$ cat config.mk
export PLATFORM = sky130hd
export DESIGN_NAME = adder_control_sequencer
export DESIGN_NICKNAME = d
export VERILOG_FILES = /design/src/rtl/adder_control_sequencer.sv
export SDC_FILE = /design/constraint.sdc
export NUM_CORES = 1
export LEC_CHECK = 0
export BUFFER_PORTS_ARGS = -buffer_cell sky130_fd_sc_hd__buf_2
export CAP_MARGIN = 30
export CORE_UTILIZATION = 35
export CTS_BUF_LIST = sky130_fd_sc_hd__clkbuf_2
export CTS_CLUSTER_DIAMETER = 30
export DETAILED_ROUTE_END_ITERATION = 6
export PLACE_DENSITY = 0.72
export SLEW_MARGIN = 20
export SYNTH_ARGS = -nofsm -noshare
export SYNTH_HDL_FRONTEND = slang
export SYNTH_SLANG_ARGS = --single-unit
$ cat constraint.sdc
create_clock -name clock -period 1.07 [get_ports clock]
set_input_delay 0.0535 -clock clock [delete_from_list [all_inputs] [get_ports clock]]
set_output_delay 0.0535 -clock clock [all_outputs]
set_load 0.01 [all_outputs]
$ cat src/rtl/adder_control_sequencer.sv
// Fetch/decode/execute control FSM for the adding machine: drives PC strobes,
// MAR/memory read sequencing with a bounded ready wait, IR and accumulator loads.
module adder_control_sequencer #(
   parameter int unsigned WAIT_LIMIT = 15,
   parameter int unsigned WAIT_W     = 4
) (
   input  logic       clock,
   input  logic       reset,
   input  logic       start,
   input  logic [7:0] ir_in,
   input  logic       mem_ready,
   output logic       clear_pc,
   output logic       load_pc,
   output logic       inc_pc,
   output logic [5:0] data_out_pc,
   output logic       load_mar,
   output logic       mar_sel,
   output logic       mem_rd,
   output logic       load_ir,
   output logic       load_acc,
   output logic       acc_add,
   output logic       busy,
   output logic       halted,
   output logic       fault
);

   typedef enum logic [2:0] {
      S_IDLE,
      S_F_ADDR,
      S_F_WAIT,
      S_DECODE,
      S_X_ADDR,
      S_X_WAIT,
      S_HALT,
      S_FAULT
   } state_t;

   localparam logic [1:0] OP_LDA = 2'b00;
   localparam logic [1:0] OP_ADD = 2'b01;
   localparam logic [1:0] OP_JMP = 2'b10;
   localparam logic [1:0] OP_HLT = 2'b11;

   state_t              state_q, state_d;
   logic [WAIT_W-1:0]   wait_q, wait_d;
   logic [1:0]          opcode;

   assign opcode = ir_in[7:6];

   always_ff @(posedge clock or negedge reset) begin
      if (!reset) begin
         state_q <= S_IDLE;
         wait_q  <= '0;
      end else begin
         state_q <= state_d;
         wait_q  <= wait_d;
      end
   end

   always_comb begin
      state_d     = state_q;
      wait_d      = '0;
      clear_pc    = 1'b0;
      load_pc     = 1'b0;
      inc_pc      = 1'b0;
      data_out_pc = ir_in[5:0];
      load_mar    = 1'b0;
      mar_sel     = 1'b0;
      mem_rd      = 1'b0;
      load_ir     = 1'b0;
      load_acc    = 1'b0;
      acc_add     = 1'b0;
      busy        = 1'b0;
      halted      = 1'b0;
      fault       = 1'b0;

      // wait_d defaults to zero, so every path into a wait state starts at index 0
      unique case (state_q)
         S_IDLE: begin
            if (start) begin
               clear_pc = 1'b1;
               state_d  = S_F_ADDR;
            end
         end
         S_F_ADDR: begin
            busy     = 1'b1;
            load_mar = 1'b1;
            state_d  = S_F_WAIT;
         end
         S_F_WAIT: begin
            busy   = 1'b1;
            mem_rd = 1'b1;
            if (mem_ready) begin
               load_ir = 1'b1;
               inc_pc  = 1'b1;
               state_d = S_DECODE;
            end else if (wait_q == WAIT_W'(WAIT_LIMIT)) begin
               state_d = S_FAULT;
            end else begin
               wait_d = wait_q + WAIT_W'(1);
            end
         end
         S_DECODE: begin
            busy = 1'b1;
            unique case (opcode)
               OP_LDA, OP_ADD: state_d = S_X_ADDR;
               OP_JMP: begin
                  load_pc = 1'b1;
                  state_d = S_F_ADDR;
               end
               OP_HLT: state_d = S_HALT;
               default: state_d = S_HALT;
            endcase
         end
         S_X_ADDR: begin
            busy     = 1'b1;
            load_mar = 1'b1;
            mar_sel  = 1'b1;
            state_d  = S_X_WAIT;
         end
         S_X_WAIT: begin
            busy   = 1'b1;
            mem_rd = 1'b1;
            if (mem_ready) begin
               load_acc = 1'b1;
               acc_add  = (opcode == OP_ADD);
               state_d  = S_F_ADDR;
            end else if (wait_q == WAIT_W'(WAIT_LIMIT)) begin
               state_d = S_FAULT;
            end else begin
               wait_d = wait_q + WAIT_W'(1);
            end
         end
         S_HALT: begin
            halted = 1'b1;
            if (start) begin
               clear_pc = 1'b1;
               state_d  = S_F_ADDR;
            end
         end
         S_FAULT: begin
            fault = 1'b1;
         end
         default: state_d = S_IDLE;
      endcase

      // Outputs are combinational, so an asserted reset must mask them directly
      if (!reset) begin
         clear_pc    = 1'b0;
         load_pc     = 1'b0;
         inc_pc      = 1'b0;
         data_out_pc = '0;
         load_mar    = 1'b0;
         mar_sel     = 1'b0;
         mem_rd      = 1'b0;
         load_ir     = 1'b0;
         load_acc    = 1'b0;
         acc_add     = 1'b0;
         busy        = 1'b0;
         halted      = 1'b0;
         fault       = 1'b0;
      end
   end

endmodule

==> summary.txt, run 1 <==
Power
  – Overall power: 2.62 mW
  – Switching Fraction: 44.7%
  – Power density cells: 2290 nW/um2
  – Clk pwr share: 7.7%
  – Maximum vdd ir drop: 0.00143 V
  – Pleak: 0.559 nW
  – Int Pwr: 1.45 mW
  – P_sw: 1.17 mW
  – Combinational Power Share: 73.9%
  – Seq pwr share: 18.3%

Critical path
  – Peak per-stage delay on the critical path: 0.45 ns
  – Setup CP Type: reg2out
  – Critical Path, Cell by Cell: buf_6 > xnor2_1 > nor3_1 > buf_2
  – Crit start category: register
  – Required time worst endpoint: 1.02 ns
  – CP max FO: 5
  – Worst Path Arrival: 1.31 ns
  – Critical path's slowest cell: dfrtp_2
  – Critical Path End Type: output port

Global routing
  – Gr ovfl total: 0
  – Global-route wire length before repair: 3.04 mm
  – Tot GR Track Use: 22.3%
  – Initial antenna violation count: 0
  – Largest net degree at the start of global routing: 11
  – Vias in the first global route: 677

Route
  – Drt via density: 5.14
  – Initial drt markers: 12
  – Routed Antenna Nets: 0
  – Routed via count: 740
  – Drt pass-1 iters: 4
  – Detailed Route WL: 2.05 mm
  – WL per Instance: 14.2 um
  – DRC Markers: 0

Clock network
  – Maximum root-to-sink buffer count: 2
  – Worst skew pair latency: 0.24 ns
  – # H-tree levels: 1
  – TritonCTS clock tree: built
  – Num CTS Buffers: 3
  – Clock Tree Root: clkbuf_2
  – Clk sink count: 7
  – Clk slew on worst S/H paths: 0.08 ns

Yosys
  – Cell count after synthesis: 73
  – Register area share after synthesis: 29.4%
  – Synth Cell Area: 596 um2
  – Cell variety after synth: 27
  – Synthesized area per cell: 8.16 um2
  – Seq cells post-synth: 7
  – Syn nets: 86
  – Yosys warns: 0

Floorplan
  – FP Rows: 14
  – Core Box Area: 1540 um2
  – Die X: 43.3 um
  – Die Area: 1870 um2
  – Initial Utilization: 38.6%
  – Top Ports: 30
  – Chip height: 43.3 um

Timing
  – RSZ-0062 raised after global routing: yes
  – Crit path time final: 1.36 ns
  – Fmax: 0.735 GHz
  – Final hold violation count: 0
  – Setup WS post-layout: -0.291 ns
  – Final Max Tran Viols: 0
  – Final setup fails: 19
  – Slew headroom: 78.0%
  – Worst-Margin Slew: 0.329 ns
  – Skew final: 0.00602 ns
  – Final period util: 127%
  – Hold WS: 0.199 ns

Finish
  – Cell Count, Final, Fillers Out: 144
  – Fin util: 74.1%
  – Share of post-route cells with drive strength above 1: 68.8%
  – Area Overhead vs Synth: 91.8%
  – N_diodes: 0
  – Final net count: 142

Min path
  – Hold Crit Class: in2reg

Run
  – Max_cap viols: 0

Outcome
  – Status: finished, violations left
  – Failing checks: setup timing

Place
  – Post-DP HPWL: 1.16 mm
  – Placed instance count: 129
  – Buffers on Ports: 29
  – RePlAce Congestion: 0.819
[layer usage]
layer	track usage (%)	vias up	wire, um
li1	-	365	-
met1	29.0	336	921
met2	34.9	30	941
met3	2.98	9	107
met4	12.7	0	77
met5	0	-	0
[worst paths after layout]
kind | from | slack, ns | cells after the start | to
max in group asynchronous | reset | 0.57 | 3 | state_q[2]
worst min register to register | wait_q[0] | 0.62 | 2 | wait_q[0]
worst max-delay path | state_q[2] | -0.29 | 4 | load_mar
worst min-delay path | ir_in[6] | 0.20 | 3 | state_q[1]
min in group asynchronous | reset | 0.37 | 3 | state_q[0]
worst max register to register | state_q[2] | -0.26 | 4 | wait_q[0]
[layout make-up]
| type | instances | area [um2] |
|---|---|---|
| Tap cell | 16 | 20.0 |
| Fill cell | 95 | 399 |
| Multi-Input combinational cell | 55 | 512 |
| Sequential cell | 7 | 179 |
| Inverter | 7 | 31.3 |
| Clock buffer | 4 | 20.0 |
| Timing Repair Buffer | 55 | 380 |
[critical path, delay by kind of cell (launching register included)]
| family | cells | cell delay (ns) |
|---|---|---|
| buf+inv | 2 | 0.32 |
| simple gates | 1 | 0.16 |
| xor+xnor | 1 | 0.13 |
| flops | 1 | 0.45 |
[repair_timing]
action	CTS	global route
gates cloned	1	0
resized for setup	19	19
hold buffers	1	0
setup buffers	7	3
endpoints found under the hold margin	7	0
pin swaps	8	8
setup endpoints to repair	19	19
[synthesized netlist by cell type]
cell type | n | area (um2)
inv_1 | 7 | 26.3
a211oi_1 | 3 | 22.5
o21bai_1 | 1 | 7.51
nand3_1 | 3 | 15.0
buf_4 | 4 | 30.0
nor4b_2 | 1 | 15.0
nor2b_1 | 1 | 6.26
a22oi_1 | 1 | 7.51
nand2_1 | 5 | 18.8
a31oi_2 | 1 | 12.5
a21oi_1 | 5 | 25.0
ha_1 | 1 | 12.5
nor2_1 | 5 | 18.8
xnor2_1 | 2 | 17.5
nor3_2 | 1 | 10.0
nor3b_2 | 1 | 12.5
nand2b_1 | 3 | 18.8
nor3_1 | 6 | 30.0
dfrtp_1 | 7 | 175
o22ai_2 | 1 | 12.5
and2_1 | 6 | 37.5
o21ai_0 | 1 | 5.00
and3b_1 | 1 | 8.76
o211a_1 | 2 | 20.0
nand4b_1 | 1 | 8.76
nor4_1 | 2 | 12.5
xor2_1 | 1 | 8.76
[flip-flops by register name, indices dropped and copies added, names as in the netlist]
name / count
state_q: 3
wait_q: 4
[stage by stage]
| stage | instance area, um2 | setup TNS, ns | worst slack (ns) |
|---|---|---|---|
| 3_3_place_gp | 872 | -0.276 | -0.0693 |
| 2_1_floorplan | 628 | -0.138 | -0.0550 |
| 4_1_cts | 1040 | -3.85 | -0.282 |
| 3_5_place_dp | 872 | -0.768 | -0.131 |
| 5_1_grt | 1140 | -5.62 | -0.398 |
| 6_report | 1140 | -4.19 | -0.291 |
[placed cells by master, fill, tap and decap left out, types with 3 or more instances in the layout]
cell type  netlist  routed
nand3_2          0       3
nor3_2           1       4
dfrtp_1          7       4
nor2_1           5       3
buf_2            0      29
buf_6            0       8
and2_1           6       6
inv_1            7       5
clkbuf_2         0       4
buf_4            4      16
nand2_1          5       3
dfrtp_2          0       3
a21oi_1          5       3
[power groups by stage]
stage | registers, mW | clock network [mW] | logic [mW]
after floorplan | 0.435 | 0 | 0.763
after global placement | 0.424 | 0 | 1.17
after detailed placement | 0.433 | 0 | 1.19
after CTS | 0.450 | 0.203 | 1.60
after global routing | 0.489 | 0.234 | 2.05
final | 0.479 | 0.203 | 1.93
[logic make-up after synthesis]
logic type               after synthesis  share of synthesized area [%]
AO/OA/AOI/OAI                         15                           18.9
XOR/XNOR                               3                           4.41
adder cells (fa/ha/maj)                1                           2.10
buffers and inverters                 11                           9.45
flip-flops                             7                           29.4
AND/OR/NAND/NOR                       36                           35.7
No activity file was read; power rests on OpenSTA's default activity.
==> inputs of run 2 (changes only) <==
Settings changed: CORE_UTILIZATION 35 to 41, PLACE_DENSITY 0.72 to 0.82.
==> run 2 against run 1 <==
Net effect:
- the run still ends with setup timing left
- global-route usage up 2.3 points
- maximum frequency shrank 2.4%
- combinational power decreased by 6%
- critical path type unchanged
- critical endpoint is now load_ir
==> summary.txt, run 2 (same netlist as run 1, synthesis figures left out) <==
Outcome
  – Status: finished, violations left
  – Failing checks: setup timing

Clock network
  – Clock Tree Root: clkbuf_2
  – Maximum root-to-sink buffer count: 2
  – Num CTS Buffers: 3
  – Clk sink count: 7
  – TritonCTS clock tree: built
  – # H-tree levels: 1
  – Clk slew on worst S/H paths: 0.09 ns
  – Worst skew pair latency: 0.25 ns

Floorplan
  – Top Ports: 30
  – FP Rows: 13
  – Initial Utilization: 44.7%
  – Die X: 40.1 um
  – Die Area: 1610 um2
  – Core Box Area: 1330 um2
  – Chip height: 40.1 um

Route
  – DRC Markers: 0
  – Detailed Route WL: 2.29 mm
  – Drt via density: 5.62
  – Initial drt markers: 20
  – Routed Antenna Nets: 0
  – Drt pass-1 iters: 4
  – WL per Instance: 16.2 um
  – Routed via count: 793

Finish
  – Area Overhead vs Synth: 80.3%
  – Largest register FFs: 4
  – Final net count: 140
  – N_diodes: 0
  – Cell Count, Final, Fillers Out: 141
  – Most frequent cells in the layout: buf_2, buf_4, buf_6
  – Most flop-heavy register: wait_q
  – Registers with the most flip-flops: wait_q (4), state_q (3)
  – Most common cell after layout, fill and taps aside: buf_2
  – Share of post-route cells with drive strength above 1: 61.9%

Power
  – Maximum vdd ir drop: 0.00143 V
  – Pleak: 0.535 nW
  – Power density cells: 2320 nW/um2

Timing
  – Setup WS post-layout: -0.325 ns
  – Final period util: 130%
  – Crit path time final: 1.39 ns
  – Fmax: 0.717 GHz
  – Hold WS: 0.184 ns
  – Final setup fails: 19
  – RSZ-0062 raised after global routing: yes
  – Final Max Tran Viols: 0
  – Final hold violation count: 0
  – Skew final: 0.0180 ns
  – Worst-Margin Slew: 0.353 ns
  – Slew headroom: 76.4%

Place
  – RePlAce Congestion: 0.890
  – Buffers on Ports: 29
  – Post-DP HPWL: 1.25 mm
  – Placed instance count: 126

Critical path
  – Setup CP Type: reg2out
  – Critical path's slowest cell: dfrtp_2
  – Crit start category: register
  – CP max FO: 6
  – Peak per-stage delay on the critical path: 0.45 ns
  – Required time worst endpoint: 1.02 ns
  – Critical Path, Cell by Cell: buf_6 > nor4_4 > buf_2
  – Critical Path End Type: output port
  – Worst Path Arrival: 1.34 ns

Min path
  – Hold Crit Class: in2reg

Global routing
  – Initial antenna violation count: 0
  – Tot GR Track Use: 24.6%
  – Vias in the first global route: 583
  – Gr ovfl total: 0
  – Global-route wire length before repair: 2.52 mm
  – Largest net degree at the start of global routing: 9

Run
  – Max_cap viols: 0
## run 2: final cells by class
type	count	area (um2)
multi-input combinational	55	470
timing repair buffer	53	357
fill	70	260
sequential	7	179
inverter	7	28.8
clock buffer	4	20.0
tap	15	18.8
## run 2: worst max-delay path, delay by kind of cell (launching register included)
family,cells,cell delay [ns]
buf+inv,2,0.34
flops,1,0.45
simple gates,1,0.30
## run 2: per-layer routing
metal  global-route usage [%]  share of wire, %
met3                     5.56               7.4
met5                        0                 0
met2                     44.8                50
met4                     6.90               1.6
met1                     28.1                41
## run 2: stage by stage
step | utilization, % | setup TNS, ns | setup WS (ns) | instance area, um2 | power, mW
detailed placement | 64.2 | -1.13 | -0.143 | 856 | 1.60
finish | 80.5 | -4.71 | -0.325 | 1070 | 2.49
CTS | 75.3 | -3.91 | -0.273 | 1000 | 2.15
global route | 80.5 | -5.89 | -0.384 | 1070 | 2.59
floorplan | - | -0.138 | -0.0550 | 628 | 1.20
global placement | 64.2 | -0.611 | -0.0958 | 856 | 1.57
## run 2: timing repair
item	in CTS	in global routing
endpoints found under the setup margin	19	19
cloned	1	0
endpoints found under the hold margin	7	0
pin swaps	4	2
hold buffers	2	0
resized for setup	14	12
buffers inserted	6	2
## run 2: power by group
group / total (mW) / internal [mW] / switching, mW
combinational: 1.81 / 0.909 / 0.896
clock: 0.208 / 0.0993 / 0.109
sequential: 0.473 / 0.350 / 0.123
## run 2: final timing paths
path	endpoint	startpoint	depth (start not counted)	slack (ns)
min	state_q[0]	start	3	0.18
min reg2reg	wait_q[3]	wait_q[3]	2	0.61
max reg2reg	state_q[2]	state_q[0]	4	-0.30
min in group asynchronous	state_q[2]	reset	2	0.22
max in group asynchronous	state_q[0]	reset	3	0.56
max	load_ir	state_q[2]	3	-0.32
